--- src/rtl/shift_sequencer_if.sv ---
// shift_sequencer_if
//   Groups the control inputs and shift-register outputs of shift_sequencer.
//   Ports (signals):
//     start   - request to begin a sequence (honoured only in IDLE)
//     stop    - abort request, forces DONE from LOAD/LEFT/RIGHT
//     pause   - freezes shifting while high
//     pattern - 8-bit parallel value to load
//     steps   - shifts per direction (0..15)
//     reps    - left/right round trips, 0 means 8
//     S1, S0  - shift-register mode: 00 hold, 01 right, 10 left, 11 load
//     D       - parallel data for the shift register
//     busy    - high in every state except IDLE
//     done    - one-cycle completion pulse
//   modport master : the side that drives the requests (testbench / host)
//   modport slave  : the sequencer itself
interface shift_sequencer_if;
  logic       start;
  logic       stop;
  logic       pause;
  logic [7:0] pattern;
  logic [3:0] steps;
  logic [2:0] reps;
  logic       S1;
  logic       S0;
  logic [7:0] D;
  logic       busy;
  logic       done;

  modport master (
    output start, stop, pause, pattern, steps, reps,
    input  S1, S0, D, busy, done
  );

  modport slave (
    input  start, stop, pause, pattern, steps, reps,
    output S1, S0, D, busy, done
  );
endinterface

--- src/rtl/shift_sequencer.sv ---
// shift_sequencer
//   Drives the mode pins and parallel data of an external universal shift
//   register: one parallel load of a captured pattern, then R round trips of
//   `steps` left shifts followed by `steps` right shifts, then a done pulse.
//   Ports:
//     CP  - system clock, all state changes on the rising edge
//     CR  - asynchronous active-high reset
//     bus - shift_sequencer_if.slave (start/stop/pause/pattern/steps/reps in,
//           S1/S0/D/busy/done out)
//   All outputs come straight from flops; they are loaded with the decode of
//   the next state so that they always describe the current registered state.
module shift_sequencer (
  input  logic             CP,
  input  logic             CR,
  shift_sequencer_if.slave bus
);

  localparam logic [2:0] ST_IDLE  = 3'd0;
  localparam logic [2:0] ST_LOAD  = 3'd1;
  localparam logic [2:0] ST_LEFT  = 3'd2;
  localparam logic [2:0] ST_RIGHT = 3'd3;
  localparam logic [2:0] ST_DONE  = 3'd4;

  localparam logic [1:0] MODE_HOLD  = 2'b00;
  localparam logic [1:0] MODE_RIGHT = 2'b01;
  localparam logic [1:0] MODE_LEFT  = 2'b10;
  localparam logic [1:0] MODE_LOAD  = 2'b11;

  // Registered state and captured operands
  logic [2:0] state_r;
  logic       hold_r;       // current LEFT/RIGHT cycle is a paused (00) cycle
  logic [7:0] pat_r;
  logic [3:0] steps_r;
  logic [2:0] reps_r;
  logic [3:0] step_cnt_r;   // shifts completed in the current direction
  logic [3:0] trip_cnt_r;   // round trips completed

  // Registered outputs
  logic [1:0] mode_r;
  logic [7:0] d_r;
  logic       busy_r;
  logic       done_r;

  // Next-state values
  logic [2:0] state_nx_s;
  logic       hold_nx_s;
  logic [7:0] pat_nx_s;
  logic [3:0] steps_nx_s;
  logic [2:0] reps_nx_s;
  logic [3:0] step_cnt_nx_s;
  logic [3:0] trip_cnt_nx_s;
  logic [1:0] mode_nx_s;
  logic [7:0] d_nx_s;
  logic       busy_nx_s;
  logic       done_nx_s;

  // Counter helpers
  logic [3:0] step_inc_s;
  logic [3:0] trip_inc_s;
  logic       step_last_s;
  logic       trip_last_s;

  // Effective round-trip count: a reps field of zero encodes eight trips.
  function automatic logic [3:0] trip_target(input logic [2:0] r);
    if (r == 3'd0) begin
      return 4'd8;
    end else begin
      return {1'b0, r};
    end
  endfunction

  assign step_inc_s  = step_cnt_r + 4'd1;
  assign trip_inc_s  = trip_cnt_r + 4'd1;
  // The shift happening this cycle is the last one of the current direction.
  assign step_last_s = (step_inc_s == steps_r);
  // The round trip finishing this cycle is the last one.
  assign trip_last_s = (trip_inc_s == trip_target(reps_r));

  // Next-state, counter and capture logic
  always_comb begin
    state_nx_s    = state_r;
    hold_nx_s     = 1'b0;
    pat_nx_s      = pat_r;
    steps_nx_s    = steps_r;
    reps_nx_s     = reps_r;
    step_cnt_nx_s = step_cnt_r;
    trip_cnt_nx_s = trip_cnt_r;

    case (state_r)
      ST_IDLE: begin
        if (bus.start) begin
          state_nx_s    = ST_LOAD;
          pat_nx_s      = bus.pattern;
          steps_nx_s    = bus.steps;
          reps_nx_s     = bus.reps;
          step_cnt_nx_s = 4'd0;
          trip_cnt_nx_s = 4'd0;
        end else begin
          state_nx_s    = ST_IDLE;
        end
      end

      ST_LOAD: begin
        if (bus.stop) begin
          state_nx_s = ST_DONE;
        end else if (steps_r != 4'd0) begin
          state_nx_s    = ST_LEFT;
          step_cnt_nx_s = 4'd0;
          hold_nx_s     = bus.pause;
        end else begin
          state_nx_s = ST_DONE;
        end
      end

      ST_LEFT: begin
        // stop outranks pause and expiry; a paused cycle shifts nothing,
        // so the counter only advances on a cycle that drove 10.
        if (bus.stop) begin
          state_nx_s = ST_DONE;
        end else if (hold_r) begin
          hold_nx_s  = bus.pause;
        end else if (step_last_s) begin
          state_nx_s    = ST_RIGHT;
          step_cnt_nx_s = 4'd0;
          hold_nx_s     = bus.pause;
        end else begin
          step_cnt_nx_s = step_inc_s;
          hold_nx_s     = bus.pause;
        end
      end

      ST_RIGHT: begin
        if (bus.stop) begin
          state_nx_s = ST_DONE;
        end else if (hold_r) begin
          hold_nx_s  = bus.pause;
        end else if (step_last_s) begin
          step_cnt_nx_s = 4'd0;
          trip_cnt_nx_s = trip_inc_s;
          if (trip_last_s) begin
            state_nx_s = ST_DONE;
          end else begin
            state_nx_s = ST_LEFT;
            hold_nx_s  = bus.pause;
          end
        end else begin
          step_cnt_nx_s = step_inc_s;
          hold_nx_s     = bus.pause;
        end
      end

      ST_DONE: begin
        state_nx_s    = ST_IDLE;
        step_cnt_nx_s = 4'd0;
        trip_cnt_nx_s = 4'd0;
      end

      default: begin
        state_nx_s    = ST_IDLE;
        step_cnt_nx_s = 4'd0;
        trip_cnt_nx_s = 4'd0;
      end
    endcase
  end

  // Moore output decode of the next state, loaded into the output flops
  always_comb begin
    mode_nx_s = MODE_HOLD;
    d_nx_s    = 8'h00;
    busy_nx_s = 1'b0;
    done_nx_s = 1'b0;

    case (state_nx_s)
      ST_IDLE: begin
        mode_nx_s = MODE_HOLD;
        d_nx_s    = 8'h00;
      end

      ST_LOAD: begin
        mode_nx_s = MODE_LOAD;
        d_nx_s    = pat_nx_s;
        busy_nx_s = 1'b1;
      end

      ST_LEFT: begin
        if (hold_nx_s) begin
          mode_nx_s = MODE_HOLD;
        end else begin
          mode_nx_s = MODE_LEFT;
        end
        d_nx_s    = pat_nx_s;
        busy_nx_s = 1'b1;
      end

      ST_RIGHT: begin
        if (hold_nx_s) begin
          mode_nx_s = MODE_HOLD;
        end else begin
          mode_nx_s = MODE_RIGHT;
        end
        d_nx_s    = pat_nx_s;
        busy_nx_s = 1'b1;
      end

      ST_DONE: begin
        mode_nx_s = MODE_HOLD;
        d_nx_s    = pat_nx_s;
        busy_nx_s = 1'b1;
        done_nx_s = 1'b1;
      end

      default: begin
        mode_nx_s = MODE_HOLD;
        d_nx_s    = 8'h00;
      end
    endcase
  end

  // State, captured operands, counters and output flops
  always_ff @(posedge CP or posedge CR) begin
    if (CR) begin
      state_r    <= ST_IDLE;
      hold_r     <= 1'b0;
      pat_r      <= 8'h00;
      steps_r    <= 4'd0;
      reps_r     <= 3'd0;
      step_cnt_r <= 4'd0;
      trip_cnt_r <= 4'd0;
      mode_r     <= MODE_HOLD;
      d_r        <= 8'h00;
      busy_r     <= 1'b0;
      done_r     <= 1'b0;
    end else begin
      state_r    <= state_nx_s;
      hold_r     <= hold_nx_s;
      pat_r      <= pat_nx_s;
      steps_r    <= steps_nx_s;
      reps_r     <= reps_nx_s;
      step_cnt_r <= step_cnt_nx_s;
      trip_cnt_r <= trip_cnt_nx_s;
      mode_r     <= mode_nx_s;
      d_r        <= d_nx_s;
      busy_r     <= busy_nx_s;
      done_r     <= done_nx_s;
    end
  end

  assign bus.S1   = mode_r[1];
  assign bus.S0   = mode_r[0];
  assign bus.D    = d_r;
  assign bus.busy = busy_r;
  assign bus.done = done_r;

endmodule

--- src/flat_wrapper.sv ---
// flat-port wrapper written by rule: the top's interface ports become plain ports
module shift_sequencer_flat 
  (CP, CR, bus_start, bus_stop, bus_pause, bus_pattern, bus_steps, bus_reps, bus_S1, bus_S0, bus_D, bus_busy, bus_done);
  shift_sequencer_if bus_i ();
  input  logic CP;
  input  logic CR;
  input wire logic [$bits(bus_i.start)-1:0] bus_start;
  input wire logic [$bits(bus_i.stop)-1:0] bus_stop;
  input wire logic [$bits(bus_i.pause)-1:0] bus_pause;
  input wire logic [$bits(bus_i.pattern)-1:0] bus_pattern;
  input wire logic [$bits(bus_i.steps)-1:0] bus_steps;
  input wire logic [$bits(bus_i.reps)-1:0] bus_reps;
  output wire logic [$bits(bus_i.S1)-1:0] bus_S1;
  output wire logic [$bits(bus_i.S0)-1:0] bus_S0;
  output wire logic [$bits(bus_i.D)-1:0] bus_D;
  output wire logic [$bits(bus_i.busy)-1:0] bus_busy;
  output wire logic [$bits(bus_i.done)-1:0] bus_done;
  assign bus_i.start = bus_start;
  assign bus_i.stop = bus_stop;
  assign bus_i.pause = bus_pause;
  assign bus_i.pattern = bus_pattern;
  assign bus_i.steps = bus_steps;
  assign bus_i.reps = bus_reps;
  assign bus_S1 = bus_i.S1;
  assign bus_S0 = bus_i.S0;
  assign bus_D = bus_i.D;
  assign bus_busy = bus_i.busy;
  assign bus_done = bus_i.done;
  shift_sequencer u_core (.CP(CP), .CR(CR), .bus(bus_i));
endmodule
--- config.mk ---
export PLATFORM = sky130hd
export DESIGN_NAME = shift_sequencer_flat
export DESIGN_NICKNAME = d
export VERILOG_FILES = /design/src/rtl/shift_sequencer_if.sv /design/src/rtl/shift_sequencer.sv /design/src/flat_wrapper.sv
export SDC_FILE = /design/constraint.sdc
export NUM_CORES = 1
export LEC_CHECK = 0
export CAP_MARGIN = 10
export CORE_MARGIN = 2
export CORE_UTILIZATION = 30
export DETAILED_ROUTE_END_ITERATION = 10
export PLACE_DENSITY = 0.62
export SLEW_MARGIN = 20
export SYNTH_ARGS = -nofsm -noshare
export SYNTH_HDL_FRONTEND = slang
export SYNTH_SLANG_ARGS = --single-unit
--- constraint.sdc ---
create_clock -name CP -period 4.2 [get_ports CP]
set_input_delay 0.42 -clock CP [delete_from_list [all_inputs] [get_ports CP]]
set_output_delay 0.42 -clock CP [all_outputs]
set_load 0.02 [all_outputs]
==> results.py <==
metrics = {
    "timing": {
        "period_share_pct": 58.7,
        "hold_viol_final": 0,
        "rsz0062_at_grt": "false",
        "relSlewSlack_pct": 27.9,
        "drv_slew": 0,
        "report.final.setup_viol": 0,
        "worst_pin_slew_ps": 1080,
        "setup_tns_ps": 0,
        "fin_crit_ps": 2470,
        "fmax_mhz": 405,
        "final.setup_skew_ps": 4.63,
        "whs_ps": 493,
    },
    "run": {
        "cap_viol_max_count": 0,
    },
    "clock_network": {
        "cts_sinks": 39,
        "clk_root_buffer_cell": "clkbuf_8",
        "cts_buffer_depth": 2,
        "ctsResizeCount": 0,
        "cts_tree": "done",
        "ctsHoldBuffers": 0,
        "postCtsSetupBuffers": 0,
        "htree_levels": 2,
        "numCtsBuffers": 5,
        "path_clk_slew_ps": 80,
        "insertion_delay_ps": 290,
    },
    "route": {
        "drt-initial-drc-count": 39,
        "vias_per_cell": 4.80,
        "drc": 0,
        "num_vias": 1276,
        "dr.pass1.iters": 4,
        "wl_mm": 3.38,
        "wire_per_inst_um": 12.7,
        "ant_nets": 0,
    },
    "worst_setup_path": {
        "rrSetupSlack_ps": 1730,
        "startpoint": "u_core.step_cnt_r[0]",
        "cp_max_fo": 5,
        "critical_path_class": "reg2reg",
        "timing.rr.start": "u_core.step_cnt_r[0]",
        "slowest_stage": "nor4_1",
        "crit_required_ps": 4380,
        "cp-start-kind": "flip-flop",
        "crit_path_end": "u_core.mode_r[1]",
        "cp_data_arrival_time_ps": 2640,
        "r2r-end": "u_core.mode_r[1]",
        "cp_cell_sequence": "ha_1 -> xor3_1 -> nor3_2 -> nand3_1 -> nor4_1 -> a211oi_2 -> a31o_1",
        "critical_path.max_stage_delay_ps": 510,
        "end_kind": "flip-flop",
        "ff2ff_path_depth": 7,
    },
    "power_and_ir_drop": {
        "ir_drop_v": 0.000327,
        "p_leak_nw": 0.971,
        "power_mw": 1.49,
        "power_per_cell_area_mw_per_mm2": 646,
    },
    "yosys": {
        "yosysTopAreaCell": "dfrtp_1",
        "synth_top_area_share_pct": 53.2,
        "synthesis.area_mm2": 0.00183,
        "yosys_register_bits": 39,
        "seq_area_frac_synth_pct": 53.2,
        "synthesis.nets": 178,
        "ys_warn_count": 0,
        "async_reset_ff_share_pct": 100,
        "ys.flop_type": "dfrtp_1",
        "synthDistinctLibCells": 44,
        "synth_cells": 156,
        "yosys-top-cells-area": "dfrtp_1 (53%), mux2_2 (9.2%), nor2b_1 (3.4%)",
        "avgSynthCellArea_um2": 11.8,
        "synth_edf_count": 0,
    },
    "finish": {
        "stdcell_area_mm2": 0.00230,
        "fin_util_pct": 38.9,
        "final_nets": 212,
        "nFillCells": 583,
        "layout-drive-gt1-share_pct": 15.7,
        "area_growth_pct": 25.5,
        "antenna_cells": 0,
    },
    "die": {
        "num_rows": 28,
        "io_pins": 32,
        "die_y_um": 82.2,
        "initial_core_util_pct": 31.0,
        "fp.dieW_um": 82.2,
        "core_mm2": 0.00592,
        "dieArea_mm2": 0.00676,
    },
    "hold_path": {
        "hp-start": "u_core.pat_r[1]",
        "hold_path_class": "reg2reg",
    },
    "place": {
        "post-dp-hpwl_mm": 2.49,
        "dpl_cell_area_mm2": 0.00222,
        "port_buffers": 31,
        "place_congestion": 0.855,
    },
    "run_status": {
        "outcome": "finished, final reports clean",
    },
    "global_routing": {
        "grt_pass1_vias": 1263,
        "track_usage_pct": 11.6,
        "grt_start_max_net_pins": 40,
        "gr-total-overflow": 0,
        "antenna_found_initial": 0,
        "grt_pass1_wl_mm": 5.83,
    },
}
area by class of cell:
type                       instances  area (um^2)  share of cell area [%]
timing repair buffer              32          318                    13.8
multi-input combinational        105          807                    35.1
clock buffer                       7         76.3                    3.32
clock inverter                     1         5.00                   0.217
inverter                           7         26.3                    1.14
sequential                        39          976                    42.4
tap                               75         93.8                    4.08
cells by family after synthesis:
kind of cell | synth area share [%]
adder cells (fa/ha/maj) | 1.36
AND/OR/NAND/NOR | 18.1
flip-flops | 53.2
AO/OA/AOI/OAI | 9.28
XOR/XNOR | 5.46
multiplexers | 9.75
buffers and inverters | 2.80
registers in the layout, indices dropped and copies added (netlist names), 2 cells and up:
| signal | count |
|---|---|
| u_core.reps_r | 3 |
| u_core.mode_r | 2 |
| u_core.bus.D | 8 |
| u_core.trip_cnt_r | 4 |
| u_core.state_r | 3 |
| u_core.step_cnt_r | 4 |
| u_core.steps_r | 4 |
| u_core.pat_r | 8 |
report_power, final:
part	switching, mW	total [mW]	internal, mW
Combinational	0.282	0.615	0.333
Sequential	0.110	0.631	0.521
Clock	0.126	0.242	0.117
Total	0.518	1.49	0.971
critical path, delay by kind of cell (launching register included):
family                     cells  cell delay [ps]
adders and majority gates      1              260
DFF                            1              440
xor gates and xnor gates       1              360
AOI/OAI and AO/OA              2              460
and+or+nand+nor                3              830
stage by stage:
stage	cells	worst slack [ps]
2_1_floorplan	156	2140
5_1_grt	266	1650
3_3_place_gp	258	1680
6_report	266	1730
3_5_place_dp	258	1640
4_1_cts	266	1750
worst min-delay path by stage:
stage,endpoint,slack [ps],cells past startpoint
CTS,u_core.pat_r[6],500,1
finish,u_core.pat_r[1],490,1
global route,u_core.pat_r[3],510,1
floorplan,u_core.pat_r[6],470,1
global placement,u_core.pat_r[0],480,1
detailed placement,u_core.pat_r[7],480,1
synthesized netlist by cell type, types with 2 or more instances:
library cell,n
dfrtp_1,39
mux2_2,15
nand2_1,10
nor2b_1,10
inv_1,7
nor2_1,7
nand3_1,6
o21ai_0,6
nor3_1,4
xor2_1,4
a21o_1,3
nor3b_1,3
a21oi_1,2
a31oi_1,2
buf_2,2
clkbuf_1,2
ha_1,2
nand2b_1,2
nor4_1,2
or2_2,2
xnor2_1,2
xor3_1,2
per-layer routing:
metal,vias up,part of all wire [%],GRT usage [%]
met5,-,0,0
met3,5,4.5,3.91
li1,613,-,-
met2,24,48,18.3
met1,634,46,14.7
met4,0,1.5,4.67
placed cells by master (no fill, tap or decap), types with 3 or more instances in the layout:
master and n:
dfrtp_1 39, clkdlybuf4s50_1 31, mux2_2 15, nor2b_1 10, nand2_1 10, nor2_1 7
inv_1 7, nand3_1 6, o21ai_0 6, clkbuf_8 5, xor2_1 4, nor3_1 4
nor3b_1 3, a21o_1 3
Power figures use the tool's default switching activity.
